## src/rtl/rst_seq_multi.sv

```systemverilog
// Multi-channel reset sequencer: pulses active-low resets on all enabled channels,
// then releases them one by one in index order and signals completion with done_rst_o.
module rst_seq_multi #(
    parameter int N_CH         = 4,
    parameter int PULSE_CYCLES = 2,
    parameter int GAP_CYCLES   = 1,
    parameter bit HOLD_AT_POR  = 1'b0,
    parameter bit RETRIGGER    = 1'b0
) (
    input  logic            clk_i,
    input  logic            rst_i,
    input  logic            start_rst_i,
    input  logic [N_CH-1:0] ch_en_i,
    output logic [N_CH-1:0] rst_out_o,
    output logic            busy_o,
    output logic            done_rst_o
);

    localparam int PW = $clog2(PULSE_CYCLES + 1);
    localparam int GW = $clog2(GAP_CYCLES + 1);
    localparam int SW = $clog2(N_CH + 1);

    localparam logic [PW-1:0]   PULSE_LAST = PW'(PULSE_CYCLES - 1);
    localparam logic [GW-1:0]   GAP_LAST   = GW'(GAP_CYCLES - 1);
    localparam logic [SW-1:0]   SLOT_LAST  = SW'(N_CH - 1);
    localparam logic [N_CH-1:0] RST_VAL    = {N_CH{!HOLD_AT_POR}};

    typedef enum logic [1:0] {
        ST_IDLE,
        ST_ASSERT,
        ST_RELEASE,
        ST_DONE
    } state_t;

    state_t            state_q, state_d;
    logic [N_CH-1:0]   mask_q, mask_d;
    logic [PW-1:0]     pcnt_q, pcnt_d;
    logic [GW-1:0]     gcnt_q, gcnt_d;
    logic [SW-1:0]     slot_q, slot_d;
    logic [N_CH-1:0]   rst_out_q, rst_out_d;
    logic              busy_q, busy_d;
    logic              done_q, done_d;

    always_ff @(posedge clk_i or posedge rst_i) begin
        if (rst_i) begin
            state_q   <= ST_IDLE;
            mask_q    <= '0;
            pcnt_q    <= '0;
            gcnt_q    <= '0;
            slot_q    <= '0;
            rst_out_q <= RST_VAL;
            busy_q    <= 1'b0;
            done_q    <= 1'b0;
        end else begin
            state_q   <= state_d;
            mask_q    <= mask_d;
            pcnt_q    <= pcnt_d;
            gcnt_q    <= gcnt_d;
            slot_q    <= slot_d;
            rst_out_q <= rst_out_d;
            busy_q    <= busy_d;
            done_q    <= done_d;
        end
    end

    // A start seen on the last DONE cycle re-arms directly so a held request
    // produces back-to-back sequences with a single non-busy cycle between them.
    always_comb begin
        state_d = state_q;
        mask_d  = mask_q;
        pcnt_d  = pcnt_q;
        gcnt_d  = gcnt_q;
        slot_d  = slot_q;
        case (state_q)
            ST_IDLE: begin
                if (start_rst_i) begin
                    state_d = ST_ASSERT;
                    mask_d  = ch_en_i;
                    pcnt_d  = '0;
                    gcnt_d  = '0;
                    slot_d  = '0;
                end
            end
            ST_ASSERT: begin
                if (pcnt_q == PULSE_LAST) begin
                    state_d = ST_RELEASE;
                    gcnt_d  = '0;
                    slot_d  = '0;
                end else begin
                    pcnt_d = pcnt_q + PW'(1);
                end
            end
            ST_RELEASE: begin
                if (RETRIGGER && start_rst_i) begin
                    state_d = ST_ASSERT;
                    mask_d  = ch_en_i;
                    pcnt_d  = '0;
                    gcnt_d  = '0;
                    slot_d  = '0;
                end else if (gcnt_q == GAP_LAST) begin
                    gcnt_d = '0;
                    if (slot_q == SLOT_LAST) begin
                        state_d = ST_DONE;
                    end else begin
                        slot_d = slot_q + SW'(1);
                    end
                end else begin
                    gcnt_d = gcnt_q + GW'(1);
                end
            end
            ST_DONE: begin
                if (start_rst_i) begin
                    state_d = ST_ASSERT;
                    mask_d  = ch_en_i;
                    pcnt_d  = '0;
                    gcnt_d  = '0;
                    slot_d  = '0;
                end else begin
                    state_d = ST_IDLE;
                end
            end
            default: state_d = ST_IDLE;
        endcase
    end

    // Outputs are derived from the upcoming state and registered alongside it.
    always_comb begin
        rst_out_d = rst_out_q;
        busy_d    = 1'b0;
        done_d    = 1'b0;
        case (state_d)
            ST_ASSERT: begin
                busy_d    = 1'b1;
                rst_out_d = rst_out_q & ~mask_d;
            end
            ST_RELEASE: begin
                busy_d = 1'b1;
                if (gcnt_d == '0) begin
                    for (int i = 0; i < N_CH; i++) begin
                        if ((slot_d == SW'(i)) && mask_d[i]) begin
                            rst_out_d[i] = 1'b1;
                        end
                    end
                end
            end
            ST_DONE: begin
                done_d = 1'b1;
            end
            default: begin
            end
        endcase
    end

    assign rst_out_o  = rst_out_q;
    assign busy_o     = busy_q;
    assign done_rst_o = done_q;

endmodule

```

## config.mk

```make
export PLATFORM = sky130hd
export DESIGN_NAME = rst_seq_multi
export DESIGN_NICKNAME = d
export VERILOG_FILES = /design/src/rtl/rst_seq_multi.sv
export SDC_FILE = /design/constraint.sdc
export NUM_CORES = 1
export LEC_CHECK = 0
export CORE_ASPECT_RATIO = 0.7
export CORE_MARGIN = 1.5
export CORE_UTILIZATION = 58
export CTS_CLUSTER_DIAMETER = 150
export DETAILED_ROUTE_END_ITERATION = 8
export GPL_ROUTABILITY_DRIVEN = 0
export PLACE_DENSITY = 0.82
export SYNTH_ARGS = -nofsm -noshare
export SYNTH_HDL_FRONTEND = slang
export SYNTH_SLANG_ARGS = --single-unit
```

## constraint.sdc

```tcl
create_clock -name clk_i -period 5.45 [get_ports clk_i]
set_input_delay 0.545 -clock clk_i [delete_from_list [all_inputs] [get_ports clk_i]]
set_output_delay 0.545 -clock clk_i [all_outputs]
set_load 0.01 [all_outputs]
```

==> results of run 1 <==
per-stage QoR:
step                      instances  hold WS (ps)  total power (W)  setup slack (ps)
after floorplan                 105         449.8        0.0004804              2857
after global placement          139         462.5        0.0005589              2607
after global routing            143         514.9        0.0007222              1963
after detailed placement        139         468.9        0.0005818              2403
after CTS                       143         489.3        0.0006651              2360
final                           143         490.0        0.0006638              2301
cell usage after synthesis (all sizes together), types with 2 or more instances:
master,instances
o21ai,11
nor2b,5
inv,10
ha,10
mux2,3
o211ai,2
a21oi,3
dfrtp,14
dfstp,4
nand2,8
a211oi,5
nand3,2
nor2,8
cell families after synthesis:
family	share of synthesized area
buffers and inverters	0.03383
muxes	0.03946
adders and majority gates	0.1127
AOI/OAI and AO/OA	0.2108
and+or+nand+nor	0.1928
DFF	0.4104
metal layers:
metal | up-vias | share of wire
met5 | - | 0
met4 | 0 | 0.0072
met3 | 2 | 0.030
met2 | 16 | 0.50
met1 | 411 | 0.46
li1 | 411 | -
critical path, delay by kind of cell, from the launching register on:
family / cells / cell delay [ps]
AO/OA/AOI/OAI: 5 / 1140
adder cells (fa/ha/maj): 2 / 650
flip-flops: 1 / 400
AND/OR/NAND/NOR: 5 / 880
power groups by stage:
stage	Clock (W)	Combinational, W	Sequential [W]
global placement	0	0.000350	0.000209
detailed placement	0	0.000370	0.000212
global route	0.0000874	0.000419	0.000216
CTS	0.0000840	0.000372	0.000210
finish	0.0000811	0.000373	0.000210
floorplan	0	0.000267	0.000213
layout make-up:
type                            instances  share of cell area
Timing Repair Buffer                   12             0.09284
Tap cell                               22             0.02128
Sequential cell                        18              0.3520
Inverter                               10             0.02901
Multi-Input combinational cell         77              0.4768
Clock buffer                            4             0.02805
sequential cells by signal, summed over array words and instances, names as in the netlist:
name and cells:
done_rst_o 1, slot_q 3, pcnt_q 2, state_q 2
busy_o 1, gcnt_q 1, mask_q 4, rst_out_o 4
worst paths after layout:
kind | to | startpoint
setup / recovery | rst_out_o[1]$_DFFE_PP1P_ | slot_q[0]$_DFF_PP0_
hold / removal | rst_out_o[2]$_DFFE_PP1P_ | rst_out_o[2]$_DFFE_PP1P_
setup reg to reg | rst_out_o[1]$_DFFE_PP1P_ | slot_q[0]$_DFF_PP0_
hold reg to reg | rst_out_o[2]$_DFFE_PP1P_ | rst_out_o[2]$_DFFE_PP1P_
max in group asynchronous | state_q[1]$_DFF_PP0_ | rst_i
min in group asynchronous | done_rst_o$_DFF_PP0_ | rst_i
==> flow_summary.toml, run 1 <==
[run_status]
outcome = "completed"

[finish]
n_antenna_cell = 0
final_cell_area_sq_um = 1294
area.sequential_sq_um = 455.4
drive_above_1_share = 0.1818
nFillCells = 140
fin_util = 0.7102
final_cell_mix = "dfrtp_1, clkdlybuf4s50_1, o21ai_0, inv_1, ha_1"
final_common_cell = "dfrtp_1"
finalNetCount = 139
syn2layout_area_growth_pct = 16.57
multi_input_area_sq_um = 616.8

[sta]
rsz0062_at_grt = "false"
hold_violations = 0
max_freq_mhz = 317.6
fin_setup_tns_ps = 0
setup-violations-final = 0
skew_ps = 4.356
period_minus_slack_ps = 3149
post-route-period-util = 0.5777
slew_viol_final = 0
relSlewSlack = 0.5572
tightest_slew_ps = 663.5

[worst_setup_path]
cp-end-kind = "flop"
setup.worst_path.class = "flop to flop"
cp.required_ps = 5660
crit_chain = "ha_1 > nand2b_4 > nor2_1 > o21ai_0 > a21oi_1 > nor2_1 > a221oi_1 > ha_1 > nor3b_1 > and2_1 > a211oi_1 > a211oi_2"
reg2reg_depth = 12
slowest_delay_ps = 510
crit_arrival_ps = 3360
cp-start-kind = "flop"
rrSetupSlack_ps = 2300
cp_max_fo = 7
cp_slowest_cell = "a221oi_1"

[clock_tree]
numCtsBuffers = 3
cts_hold_buf = 0
cts-root-buf = "clkbuf_4"
cts_max_level = 1
clkTransAtPathRegs_ps = 100
clock_path_buffers = 2
cts.sinks = 18
cts_tree = "done"
insertion_delay_ps = 290
cts_setup_buffers = 0
post_cts_resized = 0

[global_routing]
grt_pass1_wl_mm = 3.698
grt-ovfl-total = 0
grt-busiest-layer = "met2"
grt_pass1_vias = 815
grtUsageTotal = 0.2305
grtUsageMet2 = 0.3720
grt_max_degree = 19
grt_use_met3 = 0.07261
antenna_found_initial = 0
use_met1 = 0.2834

[floorplan]
initial_core_util = 0.6092
pin_count = 13
die_area_sq_um = 2189
die_x_um = 55.29
rows = 13
die_h_um = 39.60
coreArea_sq_um = 1822

[yosys]
yosys_warnings = 0
ys_top_cells_by_area = "dfrtp_1, ha_1, dfstp_2"
synth_top_area_cell = "dfrtp_1"
syn_area_sq_um = 1110
ys_seq_area_frac = 0.4104
synth_top_area_frac = 0.3157
yosys_most_used_dff = "dfrtp_1"
synth_edf_count = 0
synth.distinct_cells = 38
syn-num-nets = 122
synthCells = 105
synth.avg_cell_area_sq_um = 10.57
synth-async-reset-ratio = 1.000
synth-seq-cells = 18

[detailed_routing]
drt-pass1-iter-count = 4
wl_per_cell_um = 15.58
wl_mm = 2.228
initialDrtViolationCount = 10
drtAntennaViolNets = 0
vias_per_cell = 5.874
drc = 0
vias = 840

[pwr]
clkPwrFrac = 0.122
p_per_area_nw_per_um2 = 513.1
internal_power_w = 0.0003902
ir_worst_vdd_uv = 350.3
seq_power_share = 0.316
p_leak_nw = 0.5606
comb_power_share = 0.562
power_switching_w = 0.0002736
switching_share = 0.4122

[flow_run]
cap_violations = 0

[place]
hpwl_mm = 1.780
placed_cell_area_sq_um = 1257
portBuffers = 12

[worst_hold_path]
min_path_cells = 2
hp-class = "flop to flop"
Note: power is estimated with default switching activity, not from simulation.
==> run 2, diff against run 1 <==
CORE_UTILIZATION = 49   (was 58)
PLACE_DENSITY = 0.74   (was 0.82)
clock period = 2.62 ns   (was 5.45 ns; I/O delays follow)
==> run 2 against run 1 <==
Effect of this change: the run now ends with setup timing left; worst setup slack got worse by 2300 ps; sequential share of layout area decreased by 4.2 points; global-route usage decreased by 1.7 points; non-clock buffer count increased by 17; via count increased by 8.1%; sequential cell count unchanged; first-iteration DRC count increased by 130%; largest cell class unchanged; largest power group unchanged.
==> flow_summary.toml, run 2 (synthesis results as in run 1) <==
[pwr]
p_per_area_nw_per_um2 = 1078
seq_power_share = 0.275
internal_power_w = 0.0009511
power_switching_w = 0.0006337
p_leak_nw = 0.6479
switching_share = 0.3999
ir_worst_vdd_uv = 665.8
clkPwrFrac = 0.108
comb_power_share = 0.616

[floorplan]
initial_core_util = 0.5193
die_area_sq_um = 2564
die_x_um = 59.88
die_h_um = 42.82
rows = 14
pin_count = 13
coreArea_sq_um = 2137

[sta]
setup-violations-final = 1
tightest_slew_ps = 696.8
slew_viol_final = 0
holdWs_ps = 351.8
hold_violations = 0
post-route-period-util = 1.003
period_minus_slack_ps = 2628
relSlewSlack = 0.5350
max_freq_mhz = 380.6
setup_slack_ps = -7.608
skew_ps = 15.09

[worst_setup_path]
crit_arrival_ps = 2860
r2r-end = "rst_out_o[3]$_DFFE_PP1P_"
cp.required_ps = 2850
cp-start-kind = "flop"
reg2reg_depth = 15
setup.worst_path.class = "flop to flop"
cp-end-kind = "flop"
cp_max_fo = 4
rrSetupSlack_ps = -8
rr_startpoint = "slot_q[1]$_DFF_PP0_"

[finish]
drive_above_1_share = 0.3333
finalNetCount = 156
final_cell_mix = "buf_4, dfrtp_1, clkdlybuf4s50_1, inv_1, o21ai_0"
final_cell_area_sq_um = 1470
area.sequential_sq_um = 455.4
multi_input_area_sq_um = 653.1
final_common_cell = "buf_4"
n_antenna_cell = 0
syn2layout_area_growth_pct = 32.47
nFillCells = 182

[detailed_routing]
initialDrtViolationCount = 23
vias = 908
wl_mm = 2.529
vias_per_cell = 5.341
wl_per_cell_um = 14.88
drc = 0
drt-pass1-iter-count = 4
drtAntennaViolNets = 0

[global_routing]
grtUsageTotal = 0.2131
grt_pass1_vias = 826
grt-ovfl-total = 0
grt_pass1_wl_mm = 3.877
grt_max_degree = 19
antenna_found_initial = 0

[place]
portBuffers = 12
placed_cell_area_sq_um = 1330
place_ws_ps = -68.35
hpwl_mm = 1.803

[clock_tree]
cts-root-buf = "clkbuf_4"
insertion_delay_ps = 310
numCtsBuffers = 3
cts_max_level = 1
cts_tree = "done"
cts.sinks = 18
clkTransAtPathRegs_ps = 110
clock_path_buffers = 2

[run_status]
violations = "setup timing"
outcome = "complete, but fails checks"

[flow_run]
cap_violations = 0

[worst_hold_path]
hp-class = "primary input to async pin"
## run 2: cell count changes in the layout (fill, tap and decap cells not counted), moves of 2 or more
cell	change
nor2_2	+2
nor2_1	-3
ha_1	-2
buf_4	+17
## run 2: power groups by stage
stage	clock network, W	registers [W]	logic (W)
2_1_floorplan	0	0.000444	0.000556
3_3_place_gp	0	0.000435	0.000807
3_5_place_dp	0	0.000439	0.000843
4_1_cts	0.000177	0.000436	0.000868
5_1_grt	0.000187	0.000448	0.00108
6_report	0.000172	0.000436	0.000977
## run 2: what timing repair did
action	CTS	global route
endpoints found under the setup margin	4	4
pin swaps	1	2
buffers inserted	2	7
hold buffers	0	0
gates resized for setup	5	5
## run 2: worst max-delay path, cell delays in order (launching register included)
cell,delay (ps)
dfrtp_1,420
ha_4,170
nand2b_4,60
nor2_4,100
o21ai_2,90
a21oi_1,140
nor2_1,80
a221oi_1,300
buf_4,200
ha_1,180
nor2_2,70
or2_2,310
nor2_2,110
nand2_1,50
o21ai_0,80
o21ba_2,180
## run 2: final cells by class
type / count / share of cell area
inverters: 10 / 0.02553
well taps: 32 / 0.02723
repair buffers: 29 / 0.1685
flip-flops and latches: 18 / 0.3098
multi-input cells: 77 / 0.4443
clock buffers: 4 / 0.02468
## run 2: how the worst max path moves through the flow
stage,from,endpoint,slack [ps]
after floorplan,slot_q[0]$_DFF_PP0_,rst_out_o[3]$_DFFE_PP1P_,30
after global placement,slot_q[0]$_DFF_PP0_,rst_out_o[1]$_DFFE_PP1P_,-20
after detailed placement,slot_q[0]$_DFF_PP0_,rst_out_o[1]$_DFFE_PP1P_,-70
after CTS,slot_q[0]$_DFF_PP0_,rst_out_o[0]$_DFFE_PP1P_,10
after global routing,state_q[0]$_DFF_PP0_,rst_out_o[3]$_DFFE_PP1P_,-140
final,slot_q[1]$_DFF_PP0_,rst_out_o[3]$_DFFE_PP1P_,-8
## run 2: routing by layer
metal / GRT usage / part of all wire / vias to the layer above
met5: 0 / 0 / -
met4: 0.05778 / 0.011 / 0
met3: 0.06402 / 0.042 / 7
met2: 0.3217 / 0.46 / 19
met1: 0.2969 / 0.48 / 438
li1: - / - / 444
## run 2: through the flow
stage / total power (W) / util / cells / TNS (ps)
detailed placement: 0.001283 / 0.6224 / 157 / -183.4
finish: 0.001585 / 0.6879 / 170 / -7.608
global route: 0.001713 / 0.6879 / 170 / -273.5
floorplan: 0.0009993 / - / 105 / 0
CTS: 0.001482 / 0.6522 / 163 / 0
global placement: 0.001243 / 0.6224 / 157 / -17.76
==> run 3, diff against run 2 <==
CORE_UTILIZATION = 54   (was 49)
PLACE_DENSITY = 0.77   (was 0.74)
clock period = 2.9 ns   (was 2.62 ns; I/O delays follow)
==> run 3 against run 2 <==
Effect of this change: the run now ends clean; first-iteration DRC count shrank 22%; wire length shrank 12%; non-clock buffer count shrank 12; utilization grew 1.5 points; critical path type unchanged; critical endpoint unchanged; largest cell class unchanged.
==> flow_summary.toml, run 3 (synthesis results as in run 1) <==
[worst_setup_path]
critPathLaunch = "slot_q[0]$_DFF_PP0_"
setup.worst_path.class = "flop to flop"
cp.required_ps = 3130
crit_arrival_ps = 2870
cp_max_fo = 7
cp-end-kind = "flop"
rr_startpoint = "slot_q[0]$_DFF_PP0_"
cp-start-kind = "flop"

[sta]
setup-violations-final = 0
post-route-period-util = 0.9090
slew_viol_final = 0
rsz0062_at_grt = "false"
tightest_slew_ps = 705.7
period_minus_slack_ps = 2636
relSlewSlack = 0.5290
fin_setup_tns_ps = 0
holdWs_ps = 396.9
max_freq_mhz = 379.3
skew_ps = 6.784
hold_violations = 0

[global_routing]
antenna_found_initial = 0
grt_max_degree = 19
use_met1 = 0.2896
grt-ovfl-total = 0
grt_pass1_vias = 774
grt_pass1_wl_mm = 3.594
grtUsageMet2 = 0.3563
grt_use_met3 = 0.05678
grt-busiest-layer = "met2"
grtUsageTotal = 0.2173

[finish]
final_cell_area_sq_um = 1338
area.sequential_sq_um = 455.4
nFillCells = 145
syn2layout_area_growth_pct = 20.52
multi_input_area_sq_um = 633.1
final_cell_mix = "dfrtp_1, clkdlybuf4s50_1, inv_1, o21ai_0, ha_1"
n_antenna_cell = 0
drive_above_1_share = 0.2381
finalNetCount = 144
final_common_cell = "dfrtp_1"

[clock_tree]
cts-root-buf = "clkbuf_4"
insertion_delay_ps = 290
cts.sinks = 18
clock_path_buffers = 2
cts_max_level = 1
clkTransAtPathRegs_ps = 100
cts_tree = "done"
numCtsBuffers = 3

[pwr]
seq_power_share = 0.300
comb_power_share = 0.602
clkPwrFrac = 0.098
power_switching_w = 0.0005383
switching_share = 0.4113
p_leak_nw = 0.5829
internal_power_w = 0.0007706
ir_worst_vdd_uv = 752.6
totalPowerFinal_w = 0.001309
p_per_area_nw_per_um2 = 978.5

[floorplan]
pin_count = 13
die_area_sq_um = 2341
initial_core_util = 0.5832
die_x_um = 57.19
rows = 13
coreArea_sq_um = 1903
die_h_um = 40.93

[detailed_routing]
initialDrtViolationCount = 18
vias = 870
drtAntennaViolNets = 0
vias_per_cell = 5.878
drc = 0
wl_per_cell_um = 15.03
wl_mm = 2.224
drt-pass1-iter-count = 4

[place]
hpwl_mm = 1.694
placed_cell_area_sq_um = 1272
portBuffers = 12

[worst_hold_path]
hp-class = "primary input to async pin"

[flow_run]
cap_violations = 0

[run_status]
outcome = "completed"
## run 3: metal layers
layer,vias up,part of all wire
met5,-,0
met4,0,0.0099
met3,4,0.031
met2,18,0.44
met1,426,0.51
li1,422,-
## run 3: critical path, cell delays in order (launching register included)
cell	delay, ps
dfrtp_1	420
ha_1	260
nand2b_4	80
nor2_1	50
o21ai_1	230
a21oi_1	100
nor2_1	160
a221oi_2	70
buf_4	160
ha_2	230
or2_2	330
nor2_1	140
nand2_1	70
o21ai_0	90
o21ba_2	190
## run 3: path summary, 6_finish.rpt
| check | cells after the start | to | slack (ps) |
|---|---|---|---|
| worst max-delay path | 14 | rst_out_o[3]$_DFFE_PP1P_ | 260 |
| worst min-delay path | 2 | mask_q[3]$_DFF_PP0_ | 400 |
| worst max register to register | 14 | rst_out_o[3]$_DFFE_PP1P_ | 260 |
| worst min register to register | 2 | rst_out_o[2]$_DFFE_PP1P_ | 480 |
| max in group asynchronous | 2 | state_q[1]$_DFF_PP0_ | 2060 |
| min in group clk_i | 2 | rst_out_o[2]$_DFFE_PP1P_ | 480 |
## run 3: what timing repair did
item / CTS / global route
hold buffers: 0 / 0
buffers inserted: 0 / 3
endpoints found under the setup margin: 3 / 4
gates resized for setup: 1 / 4
## run 3: power by group through the flow
stage          Clock, W  Sequential, W  Combinational (W)
2_1_floorplan         0       0.000401           0.000502
3_3_place_gp          0       0.000393           0.000698
3_5_place_dp          0       0.000398           0.000718
4_1_cts        0.000134       0.000393           0.000735
5_1_grt        0.000142       0.000405           0.000875
6_report       0.000128       0.000393           0.000787
## run 3: layout make-up
class / instances / area share
Clock buffer: 4 / 0.01964
Inverter: 10 / 0.02806
Multi-Input combinational cell: 77 / 0.4733
Sequential cell: 18 / 0.3405
Tap cell: 22 / 0.02058
Timing Repair Buffer: 17 / 0.1179
## run 3: stage by stage
| stage | util | setup WS [ps] | instances |
|---|---|---|---|
| 2_1_floorplan | - | 306.9 | 105 |
| 3_3_place_gp | 0.6686 | 106.8 | 141 |
| 3_5_place_dp | 0.6686 | -18.46 | 141 |
| 4_1_cts | 0.6857 | 108.8 | 145 |
| 5_1_grt | 0.7028 | 28.56 | 148 |
| 6_report | 0.7028 | 263.8 | 148 |
